`src/rtl/orb_pkg.sv`:
```
// Shared constants for the ORB sequencer: parameter-SRAM word map, DONE status
// codes and the controller state encoding.
package orb_pkg;

  // Parameter-SRAM word addresses
  localparam int unsigned ADDR_NEW_IMG = 0;
  localparam int unsigned ADDR_X_LO    = 1;
  localparam int unsigned ADDR_X_HI    = 2;
  localparam int unsigned ADDR_Y_LO    = 3;
  localparam int unsigned ADDR_Y_HI    = 4;
  localparam int unsigned ADDR_KERNEL  = 5;
  localparam int unsigned ADDR_SIGMA   = 6;
  localparam int unsigned ADDR_DONE    = 7;

  // Values written to the DONE word
  localparam int unsigned DONE_BUSY = 0;
  localparam int unsigned DONE_OK   = 1;
  localparam int unsigned DONE_ERR  = 2;

  typedef enum logic [3:0] {
    StIdle,
    StPoll,
    StLoad,
    StCheck,
    StStartConv,
    StWaitConv,
    StStartFast,
    StWaitFast,
    StFinish,
    StError
  } state_e;

endpackage

```
`src/rtl/orb_seq_ctrl.sv`:
```
// ORB job sequencer: polls the parameter SRAM for a new image, loads and
// validates the job parameters, then runs the convolution and FAST stages
// in turn and reports completion status back into the SRAM.
module orb_seq_ctrl
  import orb_pkg::*;
#(
  parameter int unsigned PARAM_WIDTH = 8,
  parameter int unsigned MAX_KERNEL  = 31,
  parameter int unsigned X_MAX       = 400,
  parameter int unsigned Y_MAX       = 400,
  parameter int unsigned PIXEL_DEPTH = 8
) (
  input  logic                           clk,
  input  logic                           rst,
  output logic [$clog2(PARAM_WIDTH)-1:0] addr_params,
  output logic                           ren_params,
  input  logic [PIXEL_DEPTH-1:0]         rdat_params,
  output logic [$clog2(PARAM_WIDTH)-1:0] waddr_params,
  output logic                           wen_params,
  output logic [PIXEL_DEPTH-1:0]         wdat_params,
  output logic [$clog2(MAX_KERNEL):0]    kernel_size,
  output logic [PIXEL_DEPTH-1:0]         sigma,
  output logic [$clog2(X_MAX):0]         max_x,
  output logic [$clog2(Y_MAX):0]         max_y,
  output logic                           new_trans,
  input  logic                           conv_done,
  output logic                           fast_start,
  input  logic                           fast_done,
  output logic                           busy,
  output logic                           err
);

  localparam int unsigned AW = $clog2(PARAM_WIDTH);
  localparam int unsigned KW = $clog2(MAX_KERNEL) + 1;
  localparam int unsigned XW = $clog2(X_MAX) + 1;
  localparam int unsigned YW = $clog2(Y_MAX) + 1;
  localparam int unsigned PW = PIXEL_DEPTH;
  localparam int unsigned DW = 2 * PIXEL_DEPTH;

  state_e        r_state;
  logic [2:0]    r_idx;
  logic [DW-1:0] r_x;
  logic [DW-1:0] r_y;
  logic [PW-1:0] r_kernel;
  logic [PW-1:0] r_sigma;

  logic [AW-1:0] r_addr;
  logic          r_ren;
  logic [AW-1:0] r_waddr;
  logic          r_wen;
  logic [PW-1:0] r_wdat;
  logic [KW-1:0] r_kernel_size;
  logic [PW-1:0] r_sigma_out;
  logic [XW-1:0] r_max_x;
  logic [YW-1:0] r_max_y;
  logic          r_new_trans;
  logic          r_fast_start;
  logic          r_busy;
  logic          r_err;

  logic w_bad_kernel;
  logic w_bad_x;
  logic w_bad_y;
  logic w_check_ok;

  // Validation runs on the full captured values; truncation happens only on a pass
  assign w_bad_kernel = (r_kernel == '0) || !r_kernel[0] || (r_kernel > PW'(MAX_KERNEL));
  assign w_bad_x      = (r_x == '0) || (r_x > DW'(X_MAX));
  assign w_bad_y      = (r_y == '0) || (r_y > DW'(Y_MAX));
  assign w_check_ok   = !(w_bad_kernel || w_bad_x || w_bad_y);

  // Controller FSM; every output is registered and set on the transition into its state
  always_ff @(posedge clk or posedge rst) begin
    if (rst) begin
      r_state       <= StIdle;
      r_idx         <= '0;
      r_x           <= '0;
      r_y           <= '0;
      r_kernel      <= '0;
      r_sigma       <= '0;
      r_addr        <= '0;
      r_ren         <= 1'b0;
      r_waddr       <= '0;
      r_wen         <= 1'b0;
      r_wdat        <= '0;
      r_kernel_size <= '0;
      r_sigma_out   <= '0;
      r_max_x       <= '0;
      r_max_y       <= '0;
      r_new_trans   <= 1'b0;
      r_fast_start  <= 1'b0;
      r_busy        <= 1'b0;
      r_err         <= 1'b0;
    end else begin
      r_wen        <= 1'b0;
      r_new_trans  <= 1'b0;
      r_fast_start <= 1'b0;
      case (r_state)
        StIdle: begin
          // Straight out of reset no read is in flight yet, so issue one first
          if (r_ren) begin
            r_ren   <= 1'b0;
            r_state <= StPoll;
          end else begin
            r_ren  <= 1'b1;
            r_addr <= AW'(ADDR_NEW_IMG);
          end
        end
        StPoll: begin
          r_ren <= 1'b1;
          if (rdat_params != '0) begin
            r_state <= StLoad;
            r_busy  <= 1'b1;
            r_idx   <= '0;
            r_addr  <= AW'(ADDR_X_LO);
            r_wen   <= 1'b1;
            r_waddr <= AW'(ADDR_DONE);
            r_wdat  <= PW'(DONE_BUSY);
          end else begin
            r_state <= StIdle;
            r_addr  <= AW'(ADDR_NEW_IMG);
          end
        end
        StLoad: begin
          // r_idx is also the address of the word arriving on rdat_params this cycle
          r_idx <= r_idx + 3'd1;
          case (r_idx)
            3'(ADDR_X_LO):   r_x[PW-1:0]  <= rdat_params;
            3'(ADDR_X_HI):   r_x[DW-1:PW] <= rdat_params;
            3'(ADDR_Y_LO):   r_y[PW-1:0]  <= rdat_params;
            3'(ADDR_Y_HI):   r_y[DW-1:PW] <= rdat_params;
            3'(ADDR_KERNEL): r_kernel     <= rdat_params;
            3'(ADDR_SIGMA):  r_sigma      <= rdat_params;
            default: ;
          endcase
          if (r_idx < 3'd5) begin
            r_addr <= AW'(r_idx) + AW'(2);
          end else begin
            r_ren <= 1'b0;
          end
          if (r_idx == 3'd6) begin
            r_state <= StCheck;
          end
        end
        StCheck: begin
          if (w_check_ok) begin
            r_state       <= StStartConv;
            r_new_trans   <= 1'b1;
            r_kernel_size <= KW'(r_kernel);
            r_sigma_out   <= r_sigma;
            r_max_x       <= XW'(r_x);
            r_max_y       <= YW'(r_y);
          end else begin
            r_state <= StError;
            r_idx   <= '0;
            r_wen   <= 1'b1;
            r_waddr <= AW'(ADDR_NEW_IMG);
            r_wdat  <= '0;
          end
        end
        StStartConv: r_state <= StWaitConv;
        StWaitConv: begin
          if (conv_done) begin
            r_state      <= StStartFast;
            r_fast_start <= 1'b1;
          end
        end
        StStartFast: r_state <= StWaitFast;
        StWaitFast: begin
          if (fast_done) begin
            r_state <= StFinish;
            r_idx   <= '0;
            r_wen   <= 1'b1;
            r_waddr <= AW'(ADDR_NEW_IMG);
            r_wdat  <= '0;
          end
        end
        StFinish, StError: begin
          // Second write reports status; then return to polling
          if (r_idx == '0) begin
            r_idx   <= 3'd1;
            r_wen   <= 1'b1;
            r_waddr <= AW'(ADDR_DONE);
            r_wdat  <= (r_state == StFinish) ? PW'(DONE_OK) : PW'(DONE_ERR);
            r_err   <= (r_state == StError);
          end else begin
            r_state <= StIdle;
            r_busy  <= 1'b0;
            r_ren   <= 1'b1;
            r_addr  <= AW'(ADDR_NEW_IMG);
          end
        end
        default: r_state <= StIdle;
      endcase
    end
  end

  assign addr_params  = r_addr;
  assign ren_params   = r_ren;
  assign waddr_params = r_waddr;
  assign wen_params   = r_wen;
  assign wdat_params  = r_wdat;
  assign kernel_size  = r_kernel_size;
  assign sigma        = r_sigma_out;
  assign max_x        = r_max_x;
  assign max_y        = r_max_y;
  assign new_trans    = r_new_trans;
  assign fast_start   = r_fast_start;
  assign busy         = r_busy;
  assign err          = r_err;

endmodule

```
`config.mk`:
```
export PLATFORM = sky130hd
export DESIGN_NAME = orb_seq_ctrl
export DESIGN_NICKNAME = d
export VERILOG_FILES = /design/src/rtl/orb_pkg.sv /design/src/rtl/orb_seq_ctrl.sv
export SDC_FILE = /design/constraint.sdc
export NUM_CORES = 1
export LEC_CHECK = 0
export CAP_MARGIN = 30
export CELL_PAD_IN_SITES_DETAIL_PLACEMENT = 1
export CELL_PAD_IN_SITES_GLOBAL_PLACEMENT = 1
export CORE_MARGIN = 3
export CORE_UTILIZATION = 35
export DETAILED_ROUTE_END_ITERATION = 6
export PLACE_DENSITY_LB_ADDON = 0.1
export SLEW_MARGIN = 20
export SYNTH_ARGS = -nofsm -noshare
export SYNTH_HDL_FRONTEND = slang
export SYNTH_SLANG_ARGS = --single-unit
```
`constraint.sdc`:
```
create_clock -name clk -period 5 [get_ports clk]
set_input_delay 1 -clock clk [delete_from_list [all_inputs] [get_ports clk]]
set_output_delay 1 -clock clk [all_outputs]
set_load 0.05 [all_outputs]
```
**Yosys cells after proc, flatten, opt, wreduce, memory -nomap -nowiden**

Index checks and enable logic that the tools add are counted.

- Input port bits: 12
- ROM bits: 0
- Output and inout port bits: 54
- Memories: 0
- Logic and storage cells: 129
- Latch bits: 0
- RAM bits: 0
- Register bits after elaboration: 109

- Reduce and logical (&&, ||, !) cells: 32
- Multiply operators: 0
- Add/subtract/negate cells: 2
- Divide/modulo/power cells: 0
- Bitwise logic cells: 1
- Mux-type cells: 43
- Shifts and indexed selects: 0
- Eq/ne operators: 26
- Order comparisons: 4

Operators with widths:

| operator | count |
|---|---|
| $pmux 4 s9 | 1 |
| $gt 16x9->1 const B | 2 |
| $logic_not 16->1 | 2 |
| $mux 8 | 4 |
| $pmux 8 s4 | 1 |
| $mux 3 | 9 |
| $mux 4 | 6 |
| $pmux 3 s4 | 2 |
| $ne 2x2->1 const B | 11 |
| $eq 4x3->1 const B | 4 |
| $reduce_and 2->1 | 8 |
| $pmux 3 s5 | 1 |
| $reduce_and 5->1 | 3 |
| $mux 1 | 14 |
| $eq 3x3->1 const B | 3 |
| $eq 4x2->1 const B | 2 |
| $eq 4x4->1 const B | 2 |
| $gt 8x5->1 const B | 1 |
| $logic_not 8->1 | 1 |
| $pmux 1 s4 | 2 |
| $reduce_bool 4->1 | 2 |
| $reduce_bool 8->1 | 1 |
| $eq 3x2->1 const B | 2 |
| $logic_or 1x1->1 | 6 |
| other kinds (16) | 18 |

**Logic depth before layout (Yosys ltp)**

- Depth in word-level cells: 7
- Gate-level depth with buffers: 8
- Mapped depth without buffers: 7

**Worst setup path after synthesis**

No wires, ideal clock.

- Kind: input-to-reg
- Start point: in rdat_params[4]
- End point: reg r_state[3]
- Library setup time: 0.120 ns
- Stages: 5
- Path buffers: 1
- Arrival time: 2.097 ns
- Setup slack: 2.783 ns
- Path through: nor4_1 > nand2_1 > o311a_1 > clkbuf_1 > a31o_2

RTL lines:

| what | line | source |
|---|---|---|
| from (decl) | orb_seq_ctrl.sv:17 | `input logic [PIXEL_DEPTH-1:0] rdat_params,` |
| to (signal assigned) | orb_seq_ctrl.sv:75 | `r_state <= StIdle;` |
| to (signal assigned) | orb_seq_ctrl.sv:103 | `r_state <= StPoll;` |
| to (signal assigned) | orb_seq_ctrl.sv:112 | `r_state <= StLoad;` |
| to (decl) | orb_seq_ctrl.sv:40 | `state_e r_state;` |

**Worst setup path after layout**

- Start point: reg r_y[1]
- End point: reg r_sigma_out[2], in the netlist sigma[2]

- Cells in the longest elaborated chain, start to end: 5
- Elaborated cells on any way between the ends: 6

RTL lines:

| what | line | source |
|---|---|---|
| from (decl) | orb_seq_ctrl.sv:43 | `logic [DW-1:0] r_y;` |
| from (signal, indexed assignment) | orb_seq_ctrl.sv:130 | `3'(ADDR_Y_LO): r_y[PW-1:0] <= rdat_params;` |
| from (signal, indexed assignment) | orb_seq_ctrl.sv:131 | `3'(ADDR_Y_HI): r_y[DW-1:PW] <= rdat_params;` |
| $gt 16x9->1 / $logic_not 16->1 (equally long branches) | orb_seq_ctrl.sv:69 | `assign w_bad_y = (r_y == '0) \|\| (r_y > DW'(Y_MAX));` |
| $logic_or 1x1->1 * | orb_seq_ctrl.sv:69 |  |
| $logic_or 1x1->1 * | orb_seq_ctrl.sv:70 | `assign w_check_ok = !(w_bad_kernel \|\| w_bad_x \|\| w_bad_y);` |
| $not 1->1 (no line) * | n/a |  |
| $reduce_and 2->1 (no line) * | n/a |  |
| to (signal assigned) | orb_seq_ctrl.sv:150 | `r_sigma_out <= r_sigma;` |
| to (decl) | orb_seq_ctrl.sv:53 | `logic [PW-1:0] r_sigma_out;` |

Mark *: on every way between the ends. The rest lies on a longest branch, timed or not.
A chain may end at the register's enable or synchronous reset.

==> results.cfg <==
[clock_network]
numCtsBuffers = 9
clockBufferDepth = 2
postCtsResizedCells = 0
post_cts_hold_buffer_count = 0
clock-sinks = 101
cts.repair_timing.setup_buffer_count = 0
clock-root-buffer = sky130_fd_sc_hd__clkbuf_16
worst_skew_pair.late_latency_ns = 0.34
clk_pin_slew_worst_paths_ns = 0.07
htree_num_levels = 3
tritoncts = built

[pwr]
finalPower_w = 0.00274
pwr_density_cell_nw_per_um2 = 495
static-leakage-power_nw = 2.47
vdd_drop_max_v = 0.000232

[critical_path]
critical_path.endpoint = sigma[2]
category_of_the_worst_setup_path_launch_point = register
setup.worst_path.class = reg -> reg
reg2reg_setup_slack_ns = 2.13
worst_ep_arrival_time_ns = 3.09
critical_path_peak_fanout = 25
reg2reg_to = sigma[2]
worst_r2r_startpoint = r_y[1]
r2r.worst_path.cells = 6
end_kind = register
worst_ep_required_time_ns = 5.23
crit_path_start = r_y[1]

[floorplan]
floorplan.die_area_um2 = 14300
die_w_um = 120
ios = 66
die-height_um = 120
core_area_um2 = 12300
standard_cell_row_count = 40
floorplan.initialDensity_pct = 36.7

[final_layout]
antennaDiodeCount = 0
area.sequential_um2 = 2530
multi_input_comb_area_um2 = 1850
final_net_count = 420
drive_above_1_share_pct = 26.4
area_growth_pct = 22.6
layout_common_cells = sky130_fd_sc_hd__dfrtp_1 (101), sky130_fd_sc_hd__clkdlybuf4s50_1 (59), sky130_fd_sc_hd__mux2_2 (52)
final.fill_count = 1300
final_common_cell = sky130_fd_sc_hd__dfrtp_1

[logic_synthesis]
synth-edff-count = 0
mean_instance_size_in_the_synthesized_netlist_um2 = 13.1
yosysSeqAreaShare_pct = 55.9
synthesized_netlist_cell_count = 344
synth.cell_area_um2 = 4520
synthArstFlopShare_pct = 100
ys.warnings.count = 0
synth_cell_type_count = 45
yosys_register_bits = 101
synth_flop_cell = sky130_fd_sc_hd__dfrtp_1

[timing]
finalHoldViolations = 0
worst-slew-pin-transition_ns = 0.690
report.final.setup_viol = 0
slew_violations = 0
worst_clock_skew_ns = 0.00746
tcrit_tclk_final_pct = 57.4
fmax_mhz = 349
slew_headroom_pct = 53.6
setup_tns_ns = 0
layout_min_cycle_time_ns = 2.87
grt_setup_unrepaired = false

[placed_design]
place_hpwl_mm = 7.56
port_buffers = 59
globalplace.congestion = 0.764

[detailed_routing]
drc = 0
wl_per_cell_um = 18.5
dr.pass1.iters = 4
vias_per_cell = 5.13
num_vias = 2945
finalWirelength_mm = 10.6
ant_nets = 0
drt_first_iter_violations = 121

[status]
run_status = finished clean

[hold_path]
worstHoldPathCells = 1
hold_removal_path_class = reg -> reg
worstHoldStart = kernel_size[0]

[global_routing]
grt-ovfl-total = 0
gr-usage-all-layers_pct = 15.5
antenna_violations_before_repair = 0
global_route_wire_length_before_repair_mm = 17.3
maximum_number_of_pins_on_one_net_before_global_route_repair = 46
vias_in_the_first_global_route = 3066

[job]
max-cap-violations = 0
[sequential cells by signal, indices dropped and copies added, names as in the netlist]
| name | count |
|---|---|
| ren_params | 1 |
| r_state | 4 |
| wen_params | 1 |
| r_kernel | 8 |
| r_x | 16 |
| addr_params | 3 |
| fast_start | 1 |
| r_y | 16 |
| new_trans | 1 |
| busy | 1 |
| max_y | 10 |
| kernel_size | 6 |
| r_sigma | 8 |
| waddr_params | 1 |
| wdat_params | 2 |
| r_idx | 3 |
| err | 1 |
| sigma | 8 |
| max_x | 10 |
[cell type report]
| type | count | share of cell area (%) |
|---|---|---|
| clock buffer | 10 | 4.32 |
| clock inverter | 6 | 0.836 |
| inverter | 7 | 0.520 |
| multi-input combinational | 219 | 33.3 |
| sequential | 101 | 45.6 |
| tap | 168 | 3.80 |
| timing repair buffer | 63 | 11.6 |
[synth_stat cells, types with 2 or more instances]
cell	count	area share, %
sky130_fd_sc_hd__nand2_1	23	1.9
sky130_fd_sc_hd__nand3b_1	2	0.33
sky130_fd_sc_hd__o221ai_1	2	0.39
sky130_fd_sc_hd__nand3_1	7	0.78
sky130_fd_sc_hd__or4_1	3	0.50
sky130_fd_sc_hd__a31oi_1	2	0.28
sky130_fd_sc_hd__nor2b_1	2	0.28
sky130_fd_sc_hd__nor4b_1	3	0.58
sky130_fd_sc_hd__nand4_1	3	0.42
sky130_fd_sc_hd__a41oi_1	4	0.78
sky130_fd_sc_hd__nor4_1	9	1.2
sky130_fd_sc_hd__dfrtp_1	101	56
sky130_fd_sc_hd__a21oi_1	8	0.89
sky130_fd_sc_hd__and3_1	3	0.42
sky130_fd_sc_hd__nor3_1	9	1.0
sky130_fd_sc_hd__buf_2	2	0.22
sky130_fd_sc_hd__a21o_1	2	0.33
sky130_fd_sc_hd__o22ai_1	2	0.28
sky130_fd_sc_hd__buf_4	8	1.3
sky130_fd_sc_hd__o21ai_0	7	0.78
sky130_fd_sc_hd__ha_1	7	1.9
sky130_fd_sc_hd__mux2_4	28	9.3
sky130_fd_sc_hd__mux2_2	52	13
sky130_fd_sc_hd__nor2_1	14	1.2
sky130_fd_sc_hd__buf_6	3	0.75
sky130_fd_sc_hd__nand2b_1	2	0.28
sky130_fd_sc_hd__inv_1	7	0.58
sky130_fd_sc_hd__clkbuf_1	9	0.75
sky130_fd_sc_hd__and2_1	4	0.55
[metrics by stage]
step	instance area (µm²)	worst slack (ns)	util, %	hold slack, ns	instances
detailed placement	5250	1.99	42.7	0.458	558
global route	5540	1.87	45.0	0.491	574
finish	5540	2.13	45.0	0.473	574
global placement	5230	2.00	42.4	0.451	557
floorplan	4540	1.35	-	0.475	349
CTS	5540	2.07	45.0	0.478	574
[routing by layer]
metal  vias to the layer above  share of wire, %  wire length (µm)  GRT usage [%]
li1                       1345                 -                 -              -
met1                      1535                51              5470           23.2
met2                        53                44              4680           22.6
met3                        12               3.3               355           2.87
met4                         0               1.1               120           5.15
met5                         -                 0                 0              0
[worst max-delay path: stages, from the launching register on]
cell,delay [ns]
sky130_fd_sc_hd__dfrtp_1,0.44
sky130_fd_sc_hd__nor4_1,0.48
sky130_fd_sc_hd__o221ai_1,0.24
sky130_fd_sc_hd__a41oi_2,0.32
sky130_fd_sc_hd__nand3_2,0.45
sky130_fd_sc_hd__buf_4,0.46
sky130_fd_sc_hd__mux2_4,0.35
[cell families after synthesis]
logic type                 count (synthesis)  share of synthesized area (%)
DFF                                      101                           55.9
and+or+nand+nor                           90                           10.6
muxes                                     81                           22.5
AOI/OAI and AO/OA                         35                           5.37
buffers and inverters                     29                           3.63
adders and majority gates                  7                           1.94
other                                      1                         0.0830
[power by group]
part	internal, W	total, W	switching (W)
registers	0.00101	0.00124	0.000233
logic	0.000364	0.000825	0.000461
clock network	0.000356	0.000675	0.000319
total	0.00173	0.00274	0.00101
[worst min-delay path by stage]
| stage | to | slack [ns] |
|---|---|---|
| floorplan | kernel_size[3] | 0.47 |
| global placement | kernel_size[0] | 0.45 |
| detailed placement | kernel_size[0] | 0.46 |
| CTS | kernel_size[0] | 0.48 |
| global route | kernel_size[0] | 0.49 |
| finish | kernel_size[0] | 0.47 |
Note: power is estimated with default switching activity, not from simulation.
